--- src/rtl/frame_minmax_tracker.sv ---
// frame_minmax_tracker: streaming per-frame min/max tracker with first-occurrence
// indices. Samples arrive on a valid/ready input; each completed frame's result
// is held on a valid/ready output until consumed. tc selects unsigned or
// two's-complement ordering for the whole frame (latched on its first sample).
module frame_minmax_tracker #(
  parameter int WIDTH     = 4,
  parameter int FRAME_LEN = 8,
  parameter int IDXW      = (FRAME_LEN > 1) ? $clog2(FRAME_LEN) : 1
) (
  input  logic             clock,
  input  logic             reset,
  input  logic             tc,
  input  logic             in_valid,
  input  logic [WIDTH-1:0] in_data,
  output logic             in_ready,
  output logic             out_valid,
  input  logic             out_ready,
  output logic [WIDTH-1:0] out_min,
  output logic [WIDTH-1:0] out_max,
  output logic [IDXW-1:0]  out_min_idx,
  output logic [IDXW-1:0]  out_max_idx,
  output logic             out_tc,
  output logic             busy
);

  typedef enum logic [1:0] {IDLE, ACCUM, HOLD} state_t;

  localparam logic [IDXW-1:0] LAST_IDX = IDXW'(FRAME_LEN - 1);

  state_t           state;
  logic             tc_q;
  logic [WIDTH-1:0] cur_min;
  logic [WIDTH-1:0] cur_max;
  logic [IDXW-1:0]  cur_min_idx;
  logic [IDXW-1:0]  cur_max_idx;
  logic [IDXW-1:0]  count;

  logic             accept;
  logic             last;
  logic             cmp_tc;
  logic [WIDTH-1:0] nxt_min;
  logic [WIDTH-1:0] nxt_max;
  logic [IDXW-1:0]  nxt_min_idx;
  logic [IDXW-1:0]  nxt_max_idx;

  // Signed ordering is obtained by flipping the MSB of both operands and
  // comparing unsigned.
  function automatic logic less_than(input logic [WIDTH-1:0] a,
                                     input logic [WIDTH-1:0] b,
                                     input logic             s);
    logic [WIDTH-1:0] flip;
    flip          = '0;
    flip[WIDTH-1] = s;
    return (a ^ flip) < (b ^ flip);
  endfunction

  // Next running min/max for the sample currently offered; ties never update.
  always_comb begin
    accept      = in_valid & in_ready;
    // count is zero in IDLE, so this also covers FRAME_LEN==1 on the first sample
    last        = (count == LAST_IDX);
    cmp_tc      = (state == IDLE) ? tc : tc_q;
    nxt_min     = cur_min;
    nxt_max     = cur_max;
    nxt_min_idx = cur_min_idx;
    nxt_max_idx = cur_max_idx;
    if (state == IDLE) begin
      nxt_min     = in_data;
      nxt_max     = in_data;
      nxt_min_idx = '0;
      nxt_max_idx = '0;
    end else begin
      if (less_than(in_data, cur_min, cmp_tc)) begin
        nxt_min     = in_data;
        nxt_min_idx = count;
      end
      if (less_than(cur_max, in_data, cmp_tc)) begin
        nxt_max     = in_data;
        nxt_max_idx = count;
      end
    end
  end

  // Frame FSM with registered handshake flags and result registers.
  always_ff @(posedge clock or posedge reset) begin
    if (reset) begin
      state       <= IDLE;
      in_ready    <= 1'b1;
      out_valid   <= 1'b0;
      busy        <= 1'b0;
      tc_q        <= 1'b0;
      cur_min     <= '0;
      cur_max     <= '0;
      cur_min_idx <= '0;
      cur_max_idx <= '0;
      count       <= '0;
      out_min     <= '0;
      out_max     <= '0;
      out_min_idx <= '0;
      out_max_idx <= '0;
      out_tc      <= 1'b0;
    end else begin
      case (state)
        IDLE, ACCUM: begin
          if (accept) begin
            cur_min     <= nxt_min;
            cur_max     <= nxt_max;
            cur_min_idx <= nxt_min_idx;
            cur_max_idx <= nxt_max_idx;
            tc_q        <= cmp_tc;
            if (last) begin
              // counter is cleared here rather than wrapped so any FRAME_LEN works
              count       <= '0;
              state       <= HOLD;
              in_ready    <= 1'b0;
              out_valid   <= 1'b1;
              busy        <= 1'b0;
              out_min     <= nxt_min;
              out_max     <= nxt_max;
              out_min_idx <= nxt_min_idx;
              out_max_idx <= nxt_max_idx;
              out_tc      <= cmp_tc;
            end else begin
              count <= count + 1'b1;
              state <= ACCUM;
              busy  <= 1'b1;
            end
          end
        end
        HOLD: begin
          if (out_ready) begin
            state     <= IDLE;
            out_valid <= 1'b0;
            in_ready  <= 1'b1;
          end
        end
        default: begin
          state     <= IDLE;
          in_ready  <= 1'b1;
          out_valid <= 1'b0;
          busy      <= 1'b0;
          count     <= '0;
        end
      endcase
    end
  end

endmodule

--- config.mk ---
export PLATFORM = sky130hd
export DESIGN_NAME = frame_minmax_tracker
export DESIGN_NICKNAME = d
export VERILOG_FILES = /design/src/rtl/frame_minmax_tracker.sv
export SDC_FILE = /design/constraint.sdc
export NUM_CORES = 1
export LEC_CHECK = 0
export CORE_ASPECT_RATIO = 1.2
export CORE_MARGIN = 2
export CORE_UTILIZATION = 35
export CTS_BUF_LIST = sky130_fd_sc_hd__clkbuf_2 sky130_fd_sc_hd__clkbuf_4 sky130_fd_sc_hd__clkbuf_8
export CTS_CLUSTER_DIAMETER = 100
export DETAILED_ROUTE_END_ITERATION = 7
export HOLD_SLACK_MARGIN = 0.05
export PLACE_DENSITY = 0.66
export SLEW_MARGIN = 30
export SYNTH_ARGS = -nofsm -noshare
export SYNTH_HDL_FRONTEND = slang
export SYNTH_SLANG_ARGS = --single-unit
--- constraint.sdc ---
create_clock -name clock -period 3 [get_ports clock]
set_input_delay 0.9 -clock clock [delete_from_list [all_inputs] [get_ports clock]]
set_output_delay 0.9 -clock clock [all_outputs]
set_load 0.01 [all_outputs]
==> flow_summary.yaml <==
run_status:
  run_status: "finished, final reports clean"
sta:
  rsz0062_at_grt: "false"
  setup_viol: 0
  max-slew-margin-rel_pct: 67.0
  setup_ws_ns: 0.409
  clock-skew-final_ns: 0.00312
  hold_viol: 0
  max_freq_mhz: 386
  setup_tns_ns: 0
  drv_slew: 0
  worst_pin_slew_ns: 0.495
  min_period_ns: 2.59
  fin_crit_sh_pct: 86.4
clock_tree:
  hold_buffers: 0
  ctsResizeCount: 0
  clkSlewWorstSetupHoldPaths_ns: 0.07
  cts_tree: "done"
  clockBufferDepth: 2
  numCtsBuffers: 5
  clk_latency_ns: 0.28
  htreeDepth: 2
  cts_setup_buffers: 0
  numClockSinks: 38
  cts_root_buf: "clkbuf_8"
detailed_routing:
  dr.pass1.iters: 4
  wl_per_cell_um: 14.6
  drt-total-wl_um: 4080
  vias_per_cell: 5.20
  drcViolationCount: 0
  vias: 1452
  ant_nets: 0
  initialDrtViolationCount: 46
setup_path:
  r2r-end: "cur_min_idx[2]"
  cp.required_ns: 3.17
  cp.arrival_ns: 2.76
  r2r_cells: 5
  r2r_setup_slack_ns: 1.14
  cp_max_fo: 7
  critPathKind: "in2reg"
  r2r_start: "state[1]"
  crit_path_end_kind: "flop"
  cp-start-kind: "primary input"
grt:
  grt_max_degree: 39
  globalRouteTotalUtil_pct: 14.8
  grt_pass1_wl_um: 7220
  grt_overflow: 0
  antenna_found_initial: 0
  grt_pass1_vias: 1503
worst_hold_path:
  hp-start: "out_tc"
  whs_path_depth: 2
  min_to: "out_tc"
  min_path_type: "reg2reg"
cells_and_area:
  drive_gt1_share_pct: 14.7
  fill_cells: 534
  finish.utilization_pct: 44.7
  finalInstanceArea_sq_um: 2400
  layout.nets: 231
  n_antenna_cell: 0
  final_cell_mix: "dfrtp_1, clkdlybuf4s50_1, nand2_1"
  final_common_cell: "dfrtp_1"
  area_delta_synth_final_pct: 21.6
job:
  max_cap_violations: 0
floorplanning:
  die_w_um: 72.5
  core_area_sq_um: 5370
  row_count: 29
  fp.dieH_um: 86.2
  die_area_sq_um: 6250
  start_util_pct: 36.7
  boundaryPins: 27
logic_synthesis:
  synth_adder_area_share_pct: 3.81
  synth_compound_area_share_pct: 12.7
  netlist_instances: 184
  synth-xor-area-share_pct: 0
  ys_warn_count: 0
  synth_top_family_by_area: "simple AND/OR/NAND/NOR gates"
  synth.distinct_cells: 36
  synthesis.area_sq_um: 1970
  synth-seq-cells: 38
  synth_fp_nets: 199
  muxShareOfSynthArea_pct: 11.3
  avgSynthCellArea_sq_um: 10.7
  yosysSeqAreaShare_pct: 48.3
  synth-simple-area-share_pct: 20.6
power_and_ir_drop:
  power_mw: 0.943
  powerDensity_nw_per_um2: 393
  vdd_drop_max_uv: 213
  leakagePower_nw: 1.17
placed_design:
  place_area_sq_um: 2300
  dp_hpwl_um: 2970
  preCtsSetupSlack_ns: 0.128
  place_congestion: 0.803
  numPortBuffers: 26
-- worst max-delay path by stage --
stage	cells past startpoint	start	end	slack (ns)
6_report	8	in_data[2]	cur_max[2]	0.41
5_1_grt	8	in_data[2]	cur_max[2]	0.25
4_1_cts	8	in_data[2]	cur_max[1]	0.43
3_5_place_dp	8	in_data[2]	cur_max[3]	0.13
3_3_place_gp	8	in_data[2]	cur_max[0]	0.16
2_1_floorplan	7	in_data[2]	cur_max[0]	0.78
-- worst max-delay path, cell delays in order --
cell	delay [ns]
clkdlybuf4s50_1	0.57
inv_1	0.09
ha_1	0.30
nand2_1	0.07
o221ai_2	0.22
nand3_2	0.14
nand2_4	0.16
mux2_4	0.31
-- where the power goes --
group | switching, mW | internal (mW) | total [mW]
registers | 0 | 0.512 | 0.512
logic | 0.0325 | 0.0240 | 0.0565
clock network | 0.168 | 0.206 | 0.374
total | 0.201 | 0.742 | 0.943
-- synthesized netlist by cell type --
| cell type | instances | share of area [%] |
|---|---|---|
| nand3b_1 | 1 | 0.38 |
| and2b_1 | 1 | 0.38 |
| buf_2 | 1 | 0.25 |
| nand3_1 | 3 | 0.76 |
| nor2b_1 | 5 | 1.6 |
| and3_4 | 2 | 1.1 |
| a22o_1 | 6 | 2.7 |
| mux2i_1 | 14 | 7.1 |
| dfstp_2 | 1 | 1.3 |
| nor2_8 | 1 | 1.0 |
| nor2_1 | 13 | 2.5 |
| inv_1 | 5 | 0.95 |
| ha_1 | 6 | 3.8 |
| o221ai_2 | 2 | 1.5 |
| o21ai_0 | 4 | 1.0 |
| nand4b_1 | 2 | 0.89 |
| nand3_2 | 3 | 1.5 |
| buf_6 | 3 | 1.7 |
| o21a_1 | 2 | 0.76 |
| nand2_4 | 2 | 1.1 |
| clkbuf_1 | 2 | 0.38 |
| mux2_2 | 1 | 0.57 |
| o21ai_1 | 9 | 2.3 |
| dfrtp_1 | 37 | 47 |
| nor3_1 | 2 | 0.51 |
| nand2_1 | 25 | 4.8 |
| a21oi_1 | 12 | 3.0 |
| or2_2 | 2 | 0.63 |
| mux2_4 | 4 | 3.0 |
| nand3_4 | 1 | 0.89 |
| o31ai_1 | 2 | 0.76 |
| o22ai_1 | 2 | 0.63 |
| mux2_1 | 1 | 0.57 |
| and2_1 | 3 | 0.95 |
| or3b_1 | 1 | 0.44 |
| nor3b_1 | 3 | 1.1 |
-- routing by layer --
layer	vias to the layer above	GRT usage (%)	part of all wire, %
met5	-	0	0
met4	0	4.21	0.54
met3	2	4.07	2.9
met2	25	25.2	50
met1	711	18.3	46
li1	714	-	-
-- area by class of cell --
class	count	area [sq um]	area share, %
clock buffers	8	97.6	4.07
inverters	5	18.8	0.782
multi-input cells	135	955	39.8
flip-flops and latches	38	952	39.7
well taps	62	77.6	3.23
repair buffers	31	298	12.4
-- through the flow --
stage / hold WS (ns) / std cells
final: 0.484 / 279
after global routing: 0.513 / 279
after CTS: 0.492 / 279
after detailed placement: 0.476 / 271
after global placement: 0.466 / 271
after floorplan: 0.472 / 184
-- cells by family (layout without fill, tap and decap cells) --
| kind of cell | Yosys count | count (layout) |
|---|---|---|
| compound gates | 39 | 39 |
| fa+ha+maj | 6 | 6 |
| buf+inv | 11 | 44 |
| flops | 38 | 38 |
| mux | 20 | 20 |
| simple gates | 70 | 70 |
-- sequential cells by signal (all words and copies together) (netlist names) --
signal,flops
busy,1
count,3
cur_max,4
cur_max_idx,3
cur_min,4
cur_min_idx,3
in_ready,1
out_max,4
out_max_idx,3
out_min,4
out_min_idx,3
out_tc,1
out_valid,1
state,2
tc_q,1
(Power assumes the default switching activity.)
